===== config.mk =====
export PLATFORM = sky130hd
export DESIGN_NAME = delta_sigma_bg_ctrl
export DESIGN_NICKNAME = d
export VERILOG_FILES = /design/src/rtl/delta_sigma_bg_ctrl.sv
export SDC_FILE = /design/constraint.sdc
export NUM_CORES = 1
export LEC_CHECK = 0
export BUFFER_PORTS_ARGS = -buffer_cell sky130_fd_sc_hd__buf_2
export CAP_MARGIN = 20
export CORE_MARGIN = 5
export CORE_UTILIZATION = 35
export CTS_CLUSTER_DIAMETER = 50
export CTS_CLUSTER_SIZE = 20
export DETAILED_ROUTE_END_ITERATION = 12
export PLACE_DENSITY = 0.62
export SLEW_MARGIN = 20
export SYNTH_ARGS = -nofsm -noshare
export SYNTH_HDL_FRONTEND = slang
export SYNTH_SLANG_ARGS = --single-unit

===== constraint.sdc =====
create_clock -name clk_drv -period 6.71 [get_ports clk_drv]
set_clock_uncertainty 0.15 [all_clocks]
set_input_delay 0.671 -clock clk_drv [delete_from_list [all_inputs] [get_ports clk_drv]]
set_output_delay 0.671 -clock clk_drv [all_outputs]
set_load 0.03 [all_outputs]

===== src/rtl/delta_sigma_bg_ctrl.sv =====
// delta_sigma_bg_ctrl
// Per-pixel background tracker for a fixed-size frame stream. Each accepted
// pixel reads its background word from an external pipelined memory and moves
// it one step toward the pixel value; pixels far from the background are
// flagged as foreground. The first frame after reset or bg_reinit seeds the
// memory with the raw pixels instead.

module delta_sigma_bg_ctrl #(
    parameter int  PIX_WIDTH_p    = 8,
    parameter int  FRAME_PIXELS_p = 16,
    parameter int  RD_LATENCY_p   = 3,
    parameter int  THRESH_p       = 20,
    localparam int ADDRWIDTH_c    = $clog2(FRAME_PIXELS_p)
) (
    input  logic                   clk_drv,
    input  logic                   reset,
    input  logic                   enable,
    input  logic                   bg_reinit,
    input  logic                   pix_valid,
    input  logic                   pix_sof,
    input  logic [PIX_WIDTH_p-1:0] pix_data,
    output logic                   mem_wrena,
    output logic [ADDRWIDTH_c-1:0] mem_wraddr,
    output logic [PIX_WIDTH_p-1:0] mem_wrdata,
    output logic [ADDRWIDTH_c-1:0] mem_rdaddr,
    input  logic [PIX_WIDTH_p-1:0] mem_rddata,
    output logic                   fg_valid,
    output logic                   fg_mask,
    output logic [PIX_WIDTH_p-1:0] fg_bg,
    output logic                   frame_done,
    output logic                   sof_err
);

    localparam logic [ADDRWIDTH_c-1:0] LAST_ADDR_c = ADDRWIDTH_c'(FRAME_PIXELS_p - 1);
    localparam logic [PIX_WIDTH_p:0]   THRESH_c    = (PIX_WIDTH_p + 1)'(THRESH_p);

    typedef enum logic [1:0] {
        WAIT_SOF = 2'd0,
        INIT     = 2'd1,
        RUN      = 2'd2
    } state_t;

    state_t                 state_reg, state_next;
    logic [ADDRWIDTH_c-1:0] cnt_reg, cnt_next;
    logic                   reinit_reg, reinit_next;
    logic                   sof_err_reg, sof_err_next;

    // Accept-cycle decode results
    logic                   accept;
    logic [ADDRWIDTH_c-1:0] acc_addr;
    logic                   acc_init;
    logic                   reinit_eff;

    // Output registers
    logic                   fg_valid_reg;
    logic                   fg_mask_reg;
    logic [PIX_WIDTH_p-1:0] fg_bg_reg;
    logic [ADDRWIDTH_c-1:0] wraddr_reg;
    logic                   frame_done_reg;

    // Tail of the alignment pipeline, lined up with mem_rddata
    logic                   tail_valid;
    logic                   tail_init;
    logic [ADDRWIDTH_c-1:0] tail_addr;
    logic [PIX_WIDTH_p-1:0] tail_pix;

    // Update datapath
    logic [PIX_WIDTH_p:0]   pix_ext;
    logic [PIX_WIDTH_p:0]   bg_ext;
    logic [PIX_WIDTH_p:0]   abs_diff;
    logic [PIX_WIDTH_p-1:0] new_bg;
    logic                   new_mask;

    // Frame state, pixel counter, reinit flag and sof_err decode
    always_comb begin
        state_next   = state_reg;
        cnt_next     = cnt_reg;
        reinit_next  = reinit_reg;
        sof_err_next = 1'b0;
        accept       = 1'b0;
        acc_addr     = '0;
        acc_init     = 1'b0;
        // A reinit request arriving with an SOF applies to that SOF
        reinit_eff   = reinit_reg | (enable & bg_reinit);

        if (enable && bg_reinit) begin
            reinit_next = 1'b1;
        end

        if (enable && pix_valid) begin
            case (state_reg)
                WAIT_SOF: begin
                    if (pix_sof) begin
                        accept      = 1'b1;
                        acc_init    = 1'b1;
                        state_next  = INIT;
                        reinit_next = 1'b0;
                    end
                end
                default: begin
                    if (pix_sof) begin
                        // SOF always restarts at pixel 0; a restart mid-frame is an error
                        accept       = 1'b1;
                        sof_err_next = (cnt_reg != '0);
                        if (reinit_eff) begin
                            reinit_next = 1'b0;
                            state_next  = INIT;
                            acc_init    = 1'b1;
                        end else begin
                            acc_init = (state_reg == INIT);
                        end
                    end else if (cnt_reg == '0) begin
                        // Missing SOF: drop the pixel
                        sof_err_next = 1'b1;
                    end else begin
                        accept   = 1'b1;
                        acc_addr = cnt_reg;
                        acc_init = (state_reg == INIT);
                    end
                end
            endcase
        end

        if (accept) begin
            if (acc_addr == LAST_ADDR_c) begin
                cnt_next = '0;
                if (state_next == INIT) begin
                    state_next = RUN;
                end
            end else begin
                cnt_next = acc_addr + ADDRWIDTH_c'(1);
            end
        end
    end

    assign mem_rdaddr = acc_addr;

    // Control state registers, frozen while enable is low
    always_ff @(posedge clk_drv) begin
        if (reset) begin
            state_reg   <= WAIT_SOF;
            cnt_reg     <= '0;
            reinit_reg  <= 1'b0;
            sof_err_reg <= 1'b0;
        end else if (enable) begin
            state_reg   <= state_next;
            cnt_reg     <= cnt_next;
            reinit_reg  <= reinit_next;
            sof_err_reg <= sof_err_next;
        end
    end

    // Delay line carrying pixel, address, valid and mode alongside the memory read
    genvar gi;
    generate
        for (gi = 0; gi < RD_LATENCY_p; gi++) begin : g_pipe
            logic                   in_valid;
            logic                   in_init;
            logic [ADDRWIDTH_c-1:0] in_addr;
            logic [PIX_WIDTH_p-1:0] in_pix;
            logic                   valid_reg;
            logic                   init_reg;
            logic [ADDRWIDTH_c-1:0] addr_reg;
            logic [PIX_WIDTH_p-1:0] pix_reg;

            if (gi == 0) begin : g_first
                assign in_valid = accept;
                assign in_init  = acc_init;
                assign in_addr  = acc_addr;
                assign in_pix   = pix_data;
            end else begin : g_next
                assign in_valid = g_pipe[gi-1].valid_reg;
                assign in_init  = g_pipe[gi-1].init_reg;
                assign in_addr  = g_pipe[gi-1].addr_reg;
                assign in_pix   = g_pipe[gi-1].pix_reg;
            end

            // One enabled-cycle delay stage
            always_ff @(posedge clk_drv) begin
                if (reset) begin
                    valid_reg <= 1'b0;
                    init_reg  <= 1'b0;
                    addr_reg  <= '0;
                    pix_reg   <= '0;
                end else if (enable) begin
                    valid_reg <= in_valid;
                    init_reg  <= in_init;
                    addr_reg  <= in_addr;
                    pix_reg   <= in_pix;
                end
            end
        end
    endgenerate

    assign tail_valid = g_pipe[RD_LATENCY_p-1].valid_reg;
    assign tail_init  = g_pipe[RD_LATENCY_p-1].init_reg;
    assign tail_addr  = g_pipe[RD_LATENCY_p-1].addr_reg;
    assign tail_pix   = g_pipe[RD_LATENCY_p-1].pix_reg;

    // Background step and foreground decision; steps never cross the range ends
    always_comb begin
        pix_ext  = {1'b0, tail_pix};
        bg_ext   = {1'b0, mem_rddata};
        abs_diff = (pix_ext >= bg_ext) ? (pix_ext - bg_ext) : (bg_ext - pix_ext);
        new_bg   = mem_rddata;
        new_mask = 1'b0;
        if (tail_init) begin
            new_bg = tail_pix;
        end else begin
            if (mem_rddata < tail_pix) begin
                new_bg = mem_rddata + PIX_WIDTH_p'(1);
            end else if (mem_rddata > tail_pix) begin
                new_bg = mem_rddata - PIX_WIDTH_p'(1);
            end
            new_mask = (abs_diff > THRESH_c);
        end
    end

    // Registered results and write-back
    always_ff @(posedge clk_drv) begin
        if (reset) begin
            fg_valid_reg   <= 1'b0;
            fg_mask_reg    <= 1'b0;
            fg_bg_reg      <= '0;
            wraddr_reg     <= '0;
            frame_done_reg <= 1'b0;
        end else if (enable) begin
            fg_valid_reg   <= tail_valid;
            fg_mask_reg    <= tail_valid & new_mask;
            fg_bg_reg      <= tail_valid ? new_bg : '0;
            wraddr_reg     <= tail_valid ? tail_addr : '0;
            frame_done_reg <= tail_valid && (tail_addr == LAST_ADDR_c);
        end
    end

    assign fg_valid   = fg_valid_reg;
    assign fg_mask    = fg_mask_reg;
    assign fg_bg      = fg_bg_reg;
    assign mem_wrena  = fg_valid_reg;
    assign mem_wraddr = wraddr_reg;
    assign mem_wrdata = fg_bg_reg;
    assign frame_done = frame_done_reg;
    assign sof_err    = sof_err_reg;

endmodule


==> impl_metrics.env, run 1 <==
export IMPL_status="finished clean"
export IMPL_antenna_left=0
export IMPL_htree_levels=3
export IMPL_synth_top_family_by_area="simple AND/OR/NAND/NOR gates"
export IMPL_cts_resized=0
export IMPL_crit_arrival_ns=2.31
export IMPL_drv_slew=0
export IMPL_avgSynthCellArea_um2=8.68
export IMPL_cts_setup_buffers=0
export IMPL_dp_slack_ns=3.42
export IMPL_swShare=0.270
export IMPL_drc=0
export IMPL_nFillCells=1137
export IMPL_hold_class="reg -> reg"
export IMPL_power_w=0.000847
export IMPL_drtIter0Drc=195
export IMPL_die_area_mm2=0.0131
export IMPL_yosysSeqAreaShare=0.341
export IMPL_synth_fa_ha_area_frac=0.0762
export IMPL_clock_path_buffers=2
export IMPL_synth_compound_area_share=0.185
export IMPL_clock_sinks=65
export IMPL_fin_nets=514
export IMPL_drive_gt1_frac=0.179
export IMPL_synth_flop_cell="dfxtp_1"
export IMPL_syn_to_final_growth_pct=10.6
export IMPL_period_minus_slack_ns=3.13
export IMPL_dp_hpwl_um=6620
export IMPL_crit_fanout=53
export IMPL_drt_vias_per_instance=5.18
export IMPL_ios=51
export IMPL_worst_pin_slew_ns=0.750
export IMPL_seq_area_mm2=0.00130
export IMPL_multi_input_area_mm2=0.00218
export IMPL_largest_reg_flops=24
export IMPL_comb_power_share=0.130
export IMPL_ir_worst_vdd_mv=0.0858
export IMPL_period_share=0.467
export IMPL_ys_types=61
export IMPL_hold_slack_ns=0.315
export IMPL_n_antenna_cell=0
export IMPL_synth_edf_count=0
export IMPL_root_buffer="clkbuf_8"
export IMPL_dp_cells=599
export IMPL_cts_tree="built"
export IMPL_p_leak_nw=1.84
export IMPL_fp_coreArea_mm2=0.0107
export IMPL_cap_viol_max_count=0
export IMPL_gp_congestion=0.936
export IMPL_yosys_top_cells_area="dfxtp_1, mux2i_1, ha_1, nor2_1, a21oi_1"
export IMPL_die_h_um=114
export IMPL_fmax_mhz=319
export IMPL_p_int_w=0.000618
export IMPL_netlist_area_mm2=0.00381
export IMPL_power_density_mw_per_mm2=201
export IMPL_finalWorstSetupSlack_ns=3.58
export IMPL_worstSetupStartpointType="input port"
export IMPL_drt_total_wl_um=8840
export IMPL_cts_buffers=9
export IMPL_clk_pin_slew_ns=0.08
export IMPL_setup_worst_path_class="in -> out"
export IMPL_synthArstFlopShare=0
export IMPL_p_sw_w=0.000229
export IMPL_io_buffer_count=50
export IMPL_rows=38
export IMPL_synth_seq_cells=65
export IMPL_initial_core_util=0.355
export IMPL_routedWlPerCell_um=14.4
export IMPL_rsz0062_at_grt="false"
export IMPL_stdcell_count=615
export IMPL_slew_limit_headroom=0.500
export IMPL_endpoint_kind="primary output"
export IMPL_synthXorXnorAreaFrac=0.0115
export IMPL_grt_start_max_net_pins=63
export IMPL_hold_viol_final=0
export IMPL_grt_overflow=0
export IMPL_yosysTopAreaCellShare=0.341
export IMPL_grt_first_pass_wirelength_um=14400
export IMPL_die_x_um=114
export IMPL_muxShareOfSynthArea=0.105
export IMPL_firstDrtPassIters=5
export IMPL_required_ns=5.89
export IMPL_yosysWarnings=0
export IMPL_globalRouteTotalUtil=0.137
export IMPL_synthesis_instances=439
export IMPL_power_frac_seq=0.470
export IMPL_vias=3187
export IMPL_ctsHoldBuffers=0
export IMPL_yosys_area_top_type="dfxtp_1"
export IMPL_setup_tns_ns=0
export IMPL_grt_pass1_vias=3021
export IMPL_clkPwrFrac=0.400
export IMPL_setup_viol=0
export IMPL_synth_net_count=483
export IMPL_antenna_found_initial=0
export IMPL_clk_insertion_delay_late_ns=0.34
export IMPL_yosys_area_share_simple=0.193
-- metrics by stage --
step	cell area (um^2)	util
floorplan	3810	-
global placement	4010	0.373
detailed placement	4010	0.373
CTS	4220	0.392
global route	4220	0.392
finish	4220	0.392
-- worst paths after layout --
check        cells past startpoint                 start  slack [ns]       endpoint
max reg2reg                     10  g_pipe[2].pix_reg[0]        3.89        fg_mask
min                              2         mem_wraddr[0]        0.31  mem_wraddr[0]
max                              6                enable        3.58  mem_rdaddr[1]
min reg2reg                      2         mem_wraddr[0]        0.31  mem_wraddr[0]
-- routing by layer --
metal | GRT usage | wire, um | vias up
li1 | - | - | 1603
met5 | 0 | 0 | -
met4 | 0.0633 | 227 | 0
met2 | 0.221 | 4150 | 75
met1 | 0.175 | 4170 | 1488
met3 | 0.0285 | 291 | 21
-- Yosys cell counts, types with 3 or more instances --
cell	count
o21a_1	8
a21oi_1	29
nand2_1	26
mux2i_1	39
buf_1	5
buf_4	9
clkbuf_1	8
nor2b_1	4
buf_6	6
o21bai_1	3
clkbuf_8	4
inv_1	24
ha_1	20
and4_1	4
nor2_1	59
o21ai_0	11
nor4_1	4
and2_1	3
nand2b_1	6
xnor2_1	5
nand4_1	4
o22ai_1	3
a21o_1	6
and3_1	4
a211oi_1	4
a31oi_1	5
nand3_1	13
a22oi_1	8
nor3_1	8
dfxtp_1	65
-- critical path, cell delays in order --
cell and delay (ns):
buf_2 0.07, buf_4 0.57, nand2_1 0.18, nor3_1 0.35, and2_1 0.25, buf_2 0.22
-- cells by family after synthesis --
| kind of cell | count (synthesis) |
|---|---|
| simple gates | 150 |
| compound gates | 100 |
| flops | 65 |
| buf+inv | 57 |
| mux | 40 |
| fa+ha+maj | 22 |
| xor+xnor | 5 |
-- layout by cell type, fill, tap and decap left out, types with 8 or more instances in the layout --
cell / instances
nor3_1: 8
o21a_1: 8
nor2_1: 59
nand3_1: 13
inv_1: 24
clkbuf_8: 10
o21ai_0: 11
nand2_1: 26
mux2i_1: 39
ha_1: 20
buf_2: 50
a21oi_1: 29
dfxtp_1: 65
a22oi_1: 8
-- power groups by stage --
stage           logic, W  clock network (W)  registers [W]
3_3_place_gp    0.000108                  0       0.000407
4_1_cts         0.000110           0.000349       0.000398
6_report        0.000110           0.000339       0.000398
5_1_grt         0.000122           0.000367       0.000399
2_1_floorplan  0.0000870                  0       0.000406
3_5_place_dp    0.000109                  0       0.000407
-- area by class of cell --
class	count	area share
Clock buffer	10	0.0326
Clock inverter	6	0.0157
Inverter	25	0.0223
Multi-Input combinational cell	317	0.516
Sequential cell	65	0.309
Tap cell	140	0.0415
Timing Repair Buffer	52	0.0629
No activity file was read; power rests on OpenSTA's default activity.
==> run 2, diff against run 1 <==
Settings changed: PLACE_DENSITY 0.62 to 0.64.
Clock period 6.71 ns to 2.8 ns, I/O delays scaled along.
==> run 2 against run 1 <==
Die area did not move. Clock power rose by 120%. Power rose by 140%. Final area rose by 3.5%. Core utilization rose by 1.4 points. Register-to-register slack got worse by 3.7 ns. Largest cell class unchanged. Highest routed layer unchanged.
==> impl_metrics.env, run 2 (synthesized netlist as in run 1, its figures left out) <==
export IMPL_die_area_mm2=0.0131
export IMPL_clk_pin_slew_ns=0.07
export IMPL_met2_usage=0.240
export IMPL_power_frac_seq=0.477
export IMPL_r2r_start="g_pipe[2].pix_reg[1]"
export IMPL_rows=38
export IMPL_routedWlPerCell_um=14.6
export IMPL_required_ns=2.89
export IMPL_p_sw_w=0.000531
export IMPL_clkPwrFrac=0.379
export IMPL_largest_reg_flops=24
export IMPL_setup_viol=0
export IMPL_clock_sinks=65
export IMPL_grt_first_pass_wirelength_um=15500
export IMPL_antenna_left=0
export IMPL_nFillCells=1120
export IMPL_n_antenna_cell=0
export IMPL_grt_pass1_vias=3175
export IMPL_setup_worst_path_class="reg -> reg"
export IMPL_endpoint_kind="flop"
export IMPL_use_met3=0.0280
export IMPL_vias=3261
export IMPL_cp_cell_sequence="ha_1 > nor2b_4 > o211ai_2 > a311o_4 > a211oi_2 > and4_1 > nor3_1 > o32ai_2"
export IMPL_status="finished clean"
export IMPL_grt_overflow=0
export IMPL_die_h_um=114
export IMPL_io_buffer_count=50
export IMPL_power_density_mw_per_mm2=458
export IMPL_drt_total_wl_um=9300
export IMPL_fin_nets=535
export IMPL_ios=51
export IMPL_period_minus_slack_ns=2.61
export IMPL_drv_slew=0
export IMPL_slowest_delay_ns=0.45
export IMPL_place_area_mm2=0.00417
export IMPL_setup_tns_ns=0
export IMPL_drt_vias_per_instance=5.13
export IMPL_hold_class="in -> reg"
export IMPL_dp_hpwl_um=7250
export IMPL_mostFrequentLayoutCells="dfxtp_1, nor2_1, buf_2"
export IMPL_stdcell_count=636
export IMPL_syn_to_final_growth_pct=14.5
export IMPL_min_delay_start="pix_data[5]"
export IMPL_cp_slowest_cell="a311o_4"
export IMPL_globalRouteTotalUtil=0.147
export IMPL_ir_worst_vdd_mv=0.241
export IMPL_swShare=0.266
export IMPL_p_int_w=0.00147
export IMPL_hold_viol_final=0
export IMPL_drc=0
export IMPL_crit_fanout=6
export IMPL_worstSetupStartpointType="flop"
export IMPL_critPathLaunch="g_pipe[2].pix_reg[1]"
export IMPL_grt_start_max_net_pins=40
export IMPL_drtIter0Drc=169
export IMPL_final_area_mm2=0.00436
export IMPL_fin_util=0.406
export IMPL_worst_pin_slew_ns=0.512
export IMPL_dp_cells=620
export IMPL_regToRegSetupSlack_ns=0.19
export IMPL_clock_path_buffers=2
export IMPL_firstDrtPassIters=4
export IMPL_cts_setup_buffers=0
export IMPL_cts_tree="built"
export IMPL_met1_usage=0.192
export IMPL_grt_busiest_layer="met2"
export IMPL_slew_limit_headroom=0.658
export IMPL_initial_core_util=0.355
export IMPL_root_buffer="clkbuf_8"
export IMPL_clk_insertion_delay_late_ns=0.34
export IMPL_comb_power_share=0.145
export IMPL_drive_gt1_frac=0.214
export IMPL_antenna_found_initial=0
export IMPL_crit_arrival_ns=2.70
export IMPL_r2r_cells=8
export IMPL_worst_hold_path_num_cells=3
export IMPL_final_common_cell="dfxtp_1"
export IMPL_fp_coreArea_mm2=0.0107
export IMPL_cap_viol_max_count=0
export IMPL_die_x_um=114
export IMPL_fmax_mhz=383
export IMPL_rsz0062_at_grt="false"
export IMPL_p_leak_nw=1.95
export IMPL_gp_congestion=0.846
export IMPL_cts_buffers=9
export IMPL_period_share=0.931
export IMPL_htree_levels=3
-- run 2: cell count changes in the layout (fill, tap and decap cells not counted), sizes merged --
cell and delta:
clkinv +4, buf +21, inv -1, clkinvlp -3
-- run 2: final timing paths --
kind / to
setup / recovery: fg_bg[7]
hold / removal: g_pipe[0].pix_reg[5]
setup reg to reg: fg_bg[7]
hold reg to reg: mem_wraddr[0]
-- run 2: power by group through the flow --
stage | sequential (W) | clock, W | combinational [W]
4_1_cts | 0.000954 | 0.000784 | 0.000287
3_3_place_gp | 0.000974 | 0 | 0.000285
3_5_place_dp | 0.000975 | 0 | 0.000285
2_1_floorplan | 0.000972 | 0 | 0.000208
6_report | 0.000954 | 0.000757 | 0.000289
5_1_grt | 0.000956 | 0.000827 | 0.000320
-- run 2: layer usage --
metal,wire (um),vias to the layer above
met3,349,18
met4,199,0
met5,0,-
met2,4330,66
met1,4430,1530
li1,-,1647
-- run 2: stage by stage --
stage | setup WS (ns) | hold WS, ns | power (W)
floorplan | 0.389 | 0.245 | 0.00118
global placement | 0.140 | 0.300 | 0.00126
detailed placement | 0.0116 | 0.304 | 0.00126
CTS | 0.146 | 0.0143 | 0.00202
global route | 0.0287 | 0.0344 | 0.00210
finish | 0.192 | 0.0279 | 0.00200
-- run 2: critical path: cells and delay by family, from the launching register on --
kind	cells	cell delay, ns
flops	1	0.37
fa+ha+maj	1	0.34
compound gates	4	1.14
simple gates	3	0.52
-- run 2: what timing repair did --
item                                   4_1_cts  5_1_grt
setup endpoints to repair                    0        1
hold buffers                                 0        0
resized for setup                            0        2
endpoints found under the hold margin        0        0
-- run 2: area by class of cell --
cell class / instances / area (um^2) / share of cell area
inverters: 25 / 93.8 / 0.0215
clock inverters: 6 / 58.8 / 0.0135
well taps: 140 / 175 / 0.0401
clock buffers: 10 / 128 / 0.0293
multi-input cells: 317 / 2180 / 0.500
flip-flops and latches: 65 / 1300 / 0.298
repair buffers: 73 / 423 / 0.0969
==> run 3, diff against run 2 <==
--- a/config.mk
+++ b/config.mk
@@ -9,9 +9,9 @@
 export CAP_MARGIN = 20
 export CORE_MARGIN = 5
-export CORE_UTILIZATION = 35
+export CORE_UTILIZATION = 51
 export CTS_CLUSTER_DIAMETER = 50
 export CTS_CLUSTER_SIZE = 20
 export DETAILED_ROUTE_END_ITERATION = 12
-export PLACE_DENSITY = 0.64
+export PLACE_DENSITY = 0.84
 export SLEW_MARGIN = 20
 export SYNTH_ARGS = -nofsm -noshare
--- a/constraint.sdc
+++ b/constraint.sdc
@@ -3,3 +3,3 @@
 set_input_delay 0.28 -clock clk_drv [delete_from_list [all_inputs] [get_ports clk_drv]]
 set_output_delay 0.28 -clock clk_drv [all_outputs]
-set_load 0.03 [all_outputs]
+set_load 0.1 [all_outputs]
==> run 3 against run 2 <==
Combinational power down 3%. Highest routed layer unchanged. Global-route usage is 5.4 points higher. Final area fell by 0.34%.
==> impl_metrics.env, run 3 (synthesized netlist as in run 1, its figures left out) <==
export IMPL_dp_hpwl_um=6660
export IMPL_largest_reg_flops=24
export IMPL_cts_tree="built"
export IMPL_n_antenna_cell=0
export IMPL_slowest_delay_ns=0.53
export IMPL_ctsHoldBuffers=0
export IMPL_drt_total_wl_um=9010
export IMPL_root_buffer="clkbuf_8"
export IMPL_mostFrequentLayoutCells="dfxtp_1, nor2_1, buf_2"
export IMPL_grt_pass1_vias=3093
export IMPL_globalRouteTotalUtil=0.201
export IMPL_grt_start_max_net_pins=53
export IMPL_drv_slew=0
export IMPL_routedWlPerCell_um=15.5
export IMPL_clock_sinks=65
export IMPL_setup_tns_ns=0
export IMPL_die_area_mm2=0.00930
export IMPL_rows=31
export IMPL_rsz0062_at_grt="false"
export IMPL_drc=0
export IMPL_required_ns=2.92
export IMPL_ios=51
export IMPL_cap_viol_max_count=0
export IMPL_r2r_start="g_pipe[2].pix_reg[3]"
export IMPL_cts_setup_buffers=0
export IMPL_clk_pin_slew_ns=0.08
export IMPL_drive_gt1_frac=0.196
export IMPL_cts_buffers=9
export IMPL_fp_coreArea_mm2=0.00725
export IMPL_die_h_um=96.4
export IMPL_p_leak_nw=1.92
export IMPL_hold_path_end="g_pipe[0].pix_reg[3]"
export IMPL_cp_top_family="compound AO/OA/AOI/OAI gates"
export IMPL_io_buffer_count=50
export IMPL_status="finished clean"
export IMPL_endpoint_kind="flop"
export IMPL_crit_fanout=9
export IMPL_gp_congestion=0.873
export IMPL_syn_to_final_growth_pct=14.1
export IMPL_min_delay_start="pix_data[3]"
export IMPL_setup_viol=0
export IMPL_initial_core_util=0.525
export IMPL_clk_insertion_delay_late_ns=0.34
export IMPL_r2r_end="fg_bg[0]"
export IMPL_crit_arrival_ns=2.76
export IMPL_final_common_cell="dfxtp_1"
export IMPL_firstDrtPassIters=5
export IMPL_worst_hold_path_num_cells=3
export IMPL_cp_cell_sequence="ha_1 > o211ai_2 > a311o_4 > a21oi_4 > a21oi_1 > or4b_1 > a21oi_1"
export IMPL_antenna_left=0
export IMPL_fmax_mhz=378
export IMPL_critPathBufInv=0
export IMPL_antenna_found_initial=0
export IMPL_setup_worst_path_class="reg -> reg"
export IMPL_clock_path_buffers=2
export IMPL_period_share=0.945
export IMPL_grt_first_pass_wirelength_um=14700
export IMPL_power_density_mw_per_mm2=504
export IMPL_finalWorstSetupSlack_ns=0.153
export IMPL_cp_slowest_cell="or4b_1"
export IMPL_worst_pin_slew_ns=0.553
export IMPL_ir_worst_vdd_mv=0.444
export IMPL_nFillCells=632
export IMPL_hold_class="in -> reg"
export IMPL_slew_limit_headroom=0.630
export IMPL_regToRegSetupSlack_ns=0.15
export IMPL_vias=3263
export IMPL_hold_viol_final=0
export IMPL_fin_nets=523
export IMPL_worstSetupStartpointType="flop"
export IMPL_seq_area_mm2=0.00130
export IMPL_dp_slack_ns=0.0191
export IMPL_multi_input_area_mm2=0.00219
export IMPL_drt_vias_per_instance=5.60
export IMPL_die_x_um=96.4
export IMPL_grt_overflow=0
export IMPL_cpMostUsedCell="a21oi_1"
export IMPL_drtIter0Drc=208
export IMPL_htree_levels=3
export IMPL_period_minus_slack_ns=2.65
export IMPL_r2r_cells=7
export IMPL_hold_slack_ns=0.0206
==> run 3: report_power, final <==
part	leakage [nW]	internal [W]	total (W)	switching, W
combinational	1.28	0.000112	0.000281	0.000170
clock	0.118	0.000593	0.000955	0.000363
sequential	0.527	0.000942	0.000954	0.0000123
==> run 3: worst min-delay path, stage by stage <==
cell and delay [ns]:
buf_2 0.07, mux2i_1 0.05, nor2_1 0.07
==> run 3: layer usage <==
layer | GRT usage | up-vias | part of all wire
met5 | 0 | - | 0
met1 | 0.264 | 1519 | 0.45
met2 | 0.329 | 101 | 0.49
li1 | - | 1629 | -
met3 | 0.0434 | 14 | 0.049
met4 | 0.0678 | 0 | 0.016
==> run 3: timing repair <==
| action | 4_1_cts | 5_1_grt |
|---|---|---|
| resized for setup | 0 | 4 |
| setup endpoints to repair | 0 | 1 |
| endpoints found under the hold margin | 0 | 0 |
==> run 3: stage by stage <==
stage	util	instance area, um^2	total power, W	cells
2_1_floorplan	-	3810	0.00119	439
3_3_place_gp	0.565	4100	0.00124	567
3_5_place_dp	0.565	4100	0.00125	567
4_1_cts	0.598	4340	0.00220	583
5_1_grt	0.599	4350	0.00228	583
6_report	0.599	4350	0.00219	583
==> run 3: worst max path at each step <==
stage | slack [ns] | cells after the start | end | start
floorplan | 0.13 | 8 | state_reg[1] | state_reg[1]
global placement | 0.07 | 9 | fg_bg[0] | mem_rddata[3]
detailed placement | 0.02 | 9 | fg_bg[0] | mem_rddata[3]
CTS | 0.15 | 7 | fg_bg[0] | g_pipe[2].pix_reg[3]
global route | 0.01 | 7 | fg_bg[5] | g_pipe[2].pix_reg[2]
finish | 0.15 | 7 | fg_bg[0] | g_pipe[2].pix_reg[3]
==> run 3: cell type report <==
class / count / share of cell area
Multi-Input combinational cell: 317 / 0.503
Clock inverter: 5 / 0.0239
Clock buffer: 11 / 0.0302
Timing Repair Buffer: 61 / 0.0932
Sequential cell: 65 / 0.300
Tap cell: 99 / 0.0285
Inverter: 25 / 0.0216
